--- src/rtl/regfile_multiport_if.sv ---
// Register file bus: groups the writeback, reserve and read signals of
// regfile_multiport into one bundle.
//   master : decode/writeback side. It drives the write, reserve and read
//            addresses, and receives ready, read data and pending flags.
//   slave  : the register file itself.
// Handshake semantics: there is no valid/ready flow control on this bus.
// write_enable and reserve_enable are single-cycle strobes sampled at the
// rising clock edge, and only while ready is high. Reads are combinational
// and always accepted. ready means the post-reset clear has finished.
interface regfile_multiport_if #(
    parameter int XLEN       = 32,
    parameter int AW         = 5,
    parameter int READ_PORTS = 2
);
    logic                         ready;
    logic                         write_enable;
    logic [AW-1:0]                write_address;
    logic [XLEN-1:0]              write_data;
    logic                         reserve_enable;
    logic [AW-1:0]                reserve_address;
    logic [READ_PORTS*AW-1:0]     read_address;
    logic [READ_PORTS*XLEN-1:0]   read_data;
    logic [READ_PORTS-1:0]        read_pending;

    modport master (
        input  ready, read_data, read_pending,
        output write_enable, write_address, write_data,
               reserve_enable, reserve_address, read_address
    );

    modport slave (
        output ready, read_data, read_pending,
        input  write_enable, write_address, write_data,
               reserve_enable, reserve_address, read_address
    );
endinterface

--- src/rtl/regfile_multiport.sv ---
// Parametrised RV32I/RV32E integer register file.
// It has READ_PORTS combinational read ports, one writeback port with
// same-cycle bypass, and a per-register pending scoreboard for multi-cycle
// producers. After reset it runs a clear sequence that writes every register
// from x1 upward. x2 receives SP_INIT and every other register receives 0.
// ready rises when the clear sequence is done.
// Ports:
//   clock       : rising-edge clock
//   reset       : asynchronous, active-high
//   debug_state : 1 while the state machine is in RUN, 0 while in CLEAR
//   rf          : regfile_multiport_if slave modport. It carries ready,
//                 write_*, reserve_*, read_address, read_data and
//                 read_pending.
module regfile_multiport #(
    parameter int              XLEN       = 32,
    parameter int              NUM_REGS   = 32,
    parameter int              READ_PORTS = 2,
    parameter logic [XLEN-1:0] SP_INIT    = '0
) (
    input  logic               clock,
    input  logic               reset,
    output logic               debug_state,
    regfile_multiport_if.slave rf
);
    localparam int AW = $clog2(NUM_REGS);

    typedef enum logic {
        ST_CLEAR = 1'b0,
        ST_RUN   = 1'b1
    } state_t;

    state_t              state_q, state_d;
    logic [AW-1:0]       count_q, count_d;
    logic [NUM_REGS-1:0] pending_q, pending_d;
    logic [XLEN-1:0]     regs_q [NUM_REGS];

    // Single array write port. The clear sequence and writeback share it.
    logic                reg_we;
    logic [AW-1:0]       reg_wa;
    logic [XLEN-1:0]     reg_wd;
    logic                run;

    assign run         = (state_q == ST_RUN);
    assign rf.ready    = run;
    assign debug_state = run;

    // Next-state, clear sequence, writeback and scoreboard update.
    always_comb begin
        state_d   = state_q;
        count_d   = count_q;
        pending_d = pending_q;
        reg_we    = 1'b0;
        reg_wa    = rf.write_address;
        reg_wd    = rf.write_data;
        case (state_q)
            ST_CLEAR: begin
                // Write and reserve strobes are ignored here.
                reg_we  = 1'b1;
                reg_wa  = count_q;
                reg_wd  = (count_q == AW'(2)) ? SP_INIT : '0;
                count_d = count_q + AW'(1);
                if (count_q == AW'(NUM_REGS - 1)) begin
                    state_d = ST_RUN;
                end
            end
            ST_RUN: begin
                if (rf.write_enable && (rf.write_address != '0)) begin
                    reg_we                      = 1'b1;
                    pending_d[rf.write_address] = 1'b0;
                end
                // Applied after the write clear. When both strobes hit the
                // same register, the new producer's reservation is kept.
                if (rf.reserve_enable && (rf.reserve_address != '0)) begin
                    pending_d[rf.reserve_address] = 1'b1;
                end
            end
            default: state_d = ST_CLEAR;
        endcase
    end

    always_ff @(posedge clock or posedge reset) begin
        if (reset) begin
            state_q   <= ST_CLEAR;
            count_q   <= AW'(1);
            pending_q <= '0;
        end else begin
            state_q   <= state_d;
            count_q   <= count_d;
            pending_q <= pending_d;
        end
    end

    // The storage array has no reset. The clear sequence initialises it
    // before any read can observe it.
    always_ff @(posedge clock) begin
        if (reg_we) begin
            regs_q[reg_wa] <= reg_wd;
        end
    end

    // Combinational read ports. A port reads 0 while clearing and for x0.
    // A same-cycle writeback to the read register is bypassed and shows as
    // no longer pending.
    always_comb begin
        rf.read_data    = '0;
        rf.read_pending = '0;
        for (int p = 0; p < READ_PORTS; p++) begin
            if (run && (rf.read_address[p*AW +: AW] != '0)) begin
                if (rf.write_enable &&
                    (rf.write_address == rf.read_address[p*AW +: AW])) begin
                    rf.read_data[p*XLEN +: XLEN] = rf.write_data;
                end else begin
                    rf.read_data[p*XLEN +: XLEN] = regs_q[rf.read_address[p*AW +: AW]];
                    rf.read_pending[p]           = pending_q[rf.read_address[p*AW +: AW]];
                end
            end
        end
    end
endmodule

--- src/flat_wrapper.sv ---
// flat-port wrapper written by rule: the top's interface ports become plain ports
module regfile_multiport_flat 
#(
    parameter int              XLEN       = 32,
    parameter int              NUM_REGS   = 32,
    parameter int              READ_PORTS = 2,
    parameter logic [XLEN-1:0] SP_INIT    = '0
)
  (clock, reset, debug_state, rf_ready, rf_read_data, rf_read_pending, rf_write_enable, rf_write_address, rf_write_data, rf_reserve_enable, rf_reserve_address, rf_read_address);
  regfile_multiport_if #(.XLEN(XLEN), .AW(5), .READ_PORTS(READ_PORTS)) rf_i ();
  input  logic clock;
  input  logic reset;
  output logic debug_state;
  output wire logic [$bits(rf_i.ready)-1:0] rf_ready;
  output wire logic [$bits(rf_i.read_data)-1:0] rf_read_data;
  output wire logic [$bits(rf_i.read_pending)-1:0] rf_read_pending;
  input wire logic [$bits(rf_i.write_enable)-1:0] rf_write_enable;
  input wire logic [$bits(rf_i.write_address)-1:0] rf_write_address;
  input wire logic [$bits(rf_i.write_data)-1:0] rf_write_data;
  input wire logic [$bits(rf_i.reserve_enable)-1:0] rf_reserve_enable;
  input wire logic [$bits(rf_i.reserve_address)-1:0] rf_reserve_address;
  input wire logic [$bits(rf_i.read_address)-1:0] rf_read_address;
  assign rf_ready = rf_i.ready;
  assign rf_read_data = rf_i.read_data;
  assign rf_read_pending = rf_i.read_pending;
  assign rf_i.write_enable = rf_write_enable;
  assign rf_i.write_address = rf_write_address;
  assign rf_i.write_data = rf_write_data;
  assign rf_i.reserve_enable = rf_reserve_enable;
  assign rf_i.reserve_address = rf_reserve_address;
  assign rf_i.read_address = rf_read_address;
  regfile_multiport #(.XLEN(XLEN), .NUM_REGS(NUM_REGS), .READ_PORTS(READ_PORTS), .SP_INIT(SP_INIT)) u_core (.clock(clock), .reset(reset), .debug_state(debug_state), .rf(rf_i));
endmodule
--- config.mk ---
export PLATFORM = sky130hd
export DESIGN_NAME = regfile_multiport_flat
export DESIGN_NICKNAME = d
export VERILOG_FILES = /design/src/rtl/regfile_multiport_if.sv /design/src/rtl/regfile_multiport.sv /design/src/flat_wrapper.sv
export SDC_FILE = /design/constraint.sdc
export NUM_CORES = 1
export LEC_CHECK = 0
export BUFFER_PORTS_ARGS = -buffer_cell sky130_fd_sc_hd__buf_2
export CAP_MARGIN = 20
export CORE_UTILIZATION = 35
export DETAILED_ROUTE_END_ITERATION = 8
export SYNTH_ARGS = -nofsm -noshare
export SYNTH_HDL_FRONTEND = slang
export SYNTH_SLANG_ARGS = --single-unit
--- constraint.sdc ---
create_clock -name clock -period 10.2 [get_ports clock]
set_input_delay 3.06 -clock clock [delete_from_list [all_inputs] [get_ports clock]]
set_output_delay 3.06 -clock clock [all_outputs]
set_load 0.01 [all_outputs]
# Word level (Yosys, flattened, before mapping)
# Memories as Yosys holds them, arrays and structs flattened.
# Cells that the tools add are included.
[op_classes]
reduce_logical = 12
bitwise = 4
n_lt_le_gt_ge = 6
n_addsub = 1
mux = 27
n_eq_ne = 3
[ops]
columns = ["operator", "n"]
rows = [
  ["2-to-1 mux 32 bit", 8],
  ["AND 32 bit", 1],
  ["inverter 32 bit", 1],
  ["OR 32 bit", 1],
  ["< comparator 5 x 6 -> 1 bit (second input constant)", 4],
  ["nonzero test 5 bit", 4],
  ["2-to-1 mux 1 bit", 13],
  ["binary-select mux 1 bit (select 5 bit)", 2],
  ["demux 1 bit (select 5 bit)", 2],
  ["== test 5 bit", 2],
  [">= comparator 5 x 1 -> 1 bit (second input constant)", 2],
  ["logical AND 1 bit", 8],
  ["adder 5 x 1 -> 5 bit (second input constant)", 1],
  ["== test 5 bit (second input constant)", 1],
  ["2-to-1 mux 5 bit", 1],
  ["one-hot mux 1 bit (2 select lines)", 1],
  ["inverter 1 bit", 1],
]
[totals]
output_inout_bits = 68
input_bits = 56
word_cells = 57
ff_bits = 38
memories = 1
ramBits = 1024
[mem_list]
columns = ["name", "depth", "word_bits", "read_ports", "rd_clocked_by_memory_dff", "write_ports", "line", "rtl"]
rows = [
  ["u_core.regs_q", 32, 32, 2, 0, 1, "regfile_multiport.sv:35", "logic [XLEN-1:0] regs_q [NUM_REGS];"],
]

# Depth between registers and ports, before layout
[logic_depth]
ltp_word = 10
mapped_depth = 10
mapped_depth_nobuf = 5

# Least setup slack after synthesis
# No wires, ideal clock.
[synth_timing]
path_type = "input -> output"
start = "input rf_read_address[0]"
end = "output rf_read_data[0]"
t_arrival_ns = 4.943
t_required_ns = 7.140
slack_ns = 2.197
stages = 5
path_cell_list = "clkbuf_1 > buf_2 > mux4_2 > mux4_2 > a221o_1"
[synth_between]
elab_chain_len = 4
elab_cells_between_ends = 7
[synth_rtl]
columns = ["element", "line", "rtl"]
rows = [
  ["start: declaration", "flat_wrapper.sv:22", "input wire logic [$bits(rf_i.read_address)-1:0] rf_read_address;"],
  ["branches (longest 3 deep; another with memory read (32 x 32 bit))", "-", ""],
  ["2-to-1 mux 32 bit (*)", "regfile_multiport.sv:108", "if (run && (rf.read_address[p*AW +: AW] != '0)) begin"],
  ["end: declaration", "flat_wrapper.sv:15", "output wire logic [$bits(rf_i.read_data)-1:0] rf_read_data;"],
]
# Every way passes the cells marked *.

# Worst setup path in the final report
[layout_timing]
start = "input rf_read_address[2]"
end = "output rf_read_data[30]"
# Same word-level chain as after synthesis.

==> results.toml <==
[min_path]
hold_class = "reg2reg"

[die]
dieWidth_um = 381
die-area_mm2 = 0.145
start_util_pct = 35.4
row_count = 138
boundaryPins = 124
core_mm2 = 0.142
die_h_um = 381

[cts]
cts_hold_buf = 0
htree_levels = 3
cts.clk_slew.worst_paths_ps = 50
tritoncts = "built"
cts_buffers = 110
insertion_delay_ps = 730
cts_resized = 0
cts.path.max_buffers = 3
cts_root_buffer = "clkbuf_16"
post_cts_buffers = 0
clock_sinks = 1062

[cells_and_area]
synthToLayoutAreaGrowth_pct = 13.7
layout_common_cells = "edfxtp_1, mux4_2, mux2i_1"
drive_above_1_share_pct = 30.8
finish.utilization_pct = 40.3
fill_cells = 12600
fin_nets = 2866
mostFrequentLayoutCell = "edfxtp_1"

[worst_setup_path]
required_ps = 7140
critPathMaxFanout = 46
r2r_slack_ps = 5940
crit_start = "rf_read_address[2]"
cp-end-kind = "primary output"
crit_type = "in2out"
reg2reg_to = "u_core.regs_q[4][11]$_DFFE_PP_"
critPathCapture = "rf_read_data[30]"
startpoint_type = "input port"
rr_startpoint = "u_core.debug_state$_DFF_PP0_"
crit_arrival_ps = 6130
r2r_cells = 7

[outcome]
status = "finished clean"

[power_and_ir_drop]
powerDensity_mw_per_mm2 = 171
p_leak_nw = 18.6
ir_drop_mv = 0.137

[timing]
finalHoldViolCount = 0
finalSetupTns_ps = 0
setup_ws_ps = 1010
setup_violations = 0
clock_skew_ps = 31.6
final_max_slew_viol_count = 0
slew_headroom_pct = 25.2
rsz0062_at_grt = "false"
period_minus_slack_ps = 9190
min_period_over_period_pct = 90.1
fmax_mhz = 109
worst_pin_slew_ps = 1120

[synth]
ys_seq_area_share_pct = 63.0
synthTopCellsByArea = "edfxtp_1, mux4_2, mux2i_1, a221oi_1, dfrtp_1"
synth_area_mm2 = 0.0504
ys_ff_latch = 1062
netlist_instances = 2695
synth_cell_type_count = 47
syn-mean-instance-area_um2 = 18.7
synth_edf_count = 1024
synth-main-ff-cell = "edfxtp_1"
yosysWarnings = 0
yosys.area.top_type = "edfxtp_1"
async_flop_share_pct = 3.58
syn_nets = 2753
synth_top_area_share_pct = 61.1

[placement]
place_hpwl_mm = 88.3
dpl_worst_slack_ps = 1050
portBuffers = 123
place.gp.congestion = 0.807

[global_routing]
grt_pass1_vias = 29700
antenna_found_initial = 3
gr-usage-all-layers_pct = 21.6
grt_pass1_wl_mm = 223
grt_max_degree = 85
grt_overflow_total = 0

[drt]
routedWlPerCell_um = 33.4
dr.pass1.iters = 5
vias = 29900
drc_errors = 0
routed_wl_mm = 160
drtIter0Drc = 3495
ant_nets = 0
viasPerCell = 6.23

[job]
max_cap_viol_count = 0
logic make-up (layout without fill, tap and decap cells):
logic type | count (synthesis) | in the layout | share of synthesized area, %
other cells | 0 | 5 | 0
fa+ha+maj | 2 | 2 | 0.0497
buf+inv | 227 | 432 | 2.08
compound gates | 476 | 476 | 6.89
simple gates | 182 | 182 | 1.91
mux | 733 | 733 | 25.9
xor+xnor | 13 | 13 | 0.226
flops | 1062 | 1062 | 63.0
per-stage QoR:
step / std cells / hold WS, ps / cell area (µm²) / total power (W)
5_1_grt: 4790 / 415 / 57200 / 0.0100
4_1_cts: 4788 / 405 / 57200 / 0.00983
6_report: 4795 / 405 / 57200 / 0.00978
3_5_place_dp: 4584 / 390 / 53600 / 0.00583
2_1_floorplan: 2695 / 445 / 50400 / 0.00549
3_3_place_gp: 4583 / 393 / 53600 / 0.00583
flip-flops by register name, summed over array words and instances (netlist names):
register / count
u_core.pending_q: 32
u_core.count_q: 5
u_core.regs_q: 1024
u_core.debug_state: 1
cell type report:
class / count / area, µm² / area share, %
Sequential cell: 1062 / 31700 / 55.4
Multi-Input combinational cell: 1406 / 17900 / 31.3
Clock buffer: 120 / 2830 / 4.95
Tap cell: 1890 / 2360 / 4.13
Timing Repair Buffer: 218 / 1630 / 2.84
Clock inverter: 84 / 767 / 1.34
Inverter: 10 / 40.0 / 0.0699
Antenna cell: 5 / 12.5 / 0.0219
per-layer routing:
layer	track usage, %	vias up	share of wire, %
met3	3.11	326	7.9
li1	-	11900	-
met2	36.4	1610	50
met5	0	-	0
met1	28.2	16000	39
met4	8.35	0	4.0
critical path, cell delays in order:
cell and delay (ps):
buf_4 260, buf_4 760, mux4_2 430, mux4_2 490, mux2i_1 370, a21oi_1 410, buf_2 270
power breakdown:
group	internal, W	leakage, nW	switching, W
combinational	0.000362	7.10	0.000553
sequential	0.00481	9.72	0.0000137
clock	0.00230	1.77	0.00173
total	0.00748	18.6	0.00230
how the worst min path moves through the flow:
stage | cells past startpoint | slack [ps] | from | endpoint
finish | 0 | 410 | u_core.pending_q[0]$_DFFE_PP0P_ | u_core.pending_q[0]$_DFFE_PP0P_
global route | 0 | 420 | u_core.pending_q[0]$_DFFE_PP0P_ | u_core.pending_q[0]$_DFFE_PP0P_
CTS | 0 | 400 | u_core.pending_q[0]$_DFFE_PP0P_ | u_core.pending_q[0]$_DFFE_PP0P_
detailed placement | 0 | 390 | u_core.pending_q[0]$_DFFE_PP0P_ | u_core.pending_q[0]$_DFFE_PP0P_
global placement | 0 | 390 | u_core.pending_q[0]$_DFFE_PP0P_ | u_core.pending_q[0]$_DFFE_PP0P_
floorplan | 1 | 450 | u_core.pending_q[0]$_DFFE_PP0P_ | u_core.pending_q[0]$_DFFE_PP0P_
cells in the mapped netlist, drive strengths merged, types with 3 or more instances:
master / instances
edfxtp: 1024
mux4: 455
mux2i: 275
a221oi: 136
clkbuf: 112
buf: 105
o21ai: 102
a22oi: 68
a21oi: 64
nor2: 41
nor2b: 38
dfrtp: 37
a221o: 36
and2: 33
nand2: 31
o21bai: 30
a211o: 27
xnor2: 13
nand3: 11
inv: 10
nand3b: 5
o211ai: 5
nand2b: 4
nand4: 4
nor3: 4
a21boi: 3
mux2: 3
Power figures use the tool's default switching activity.
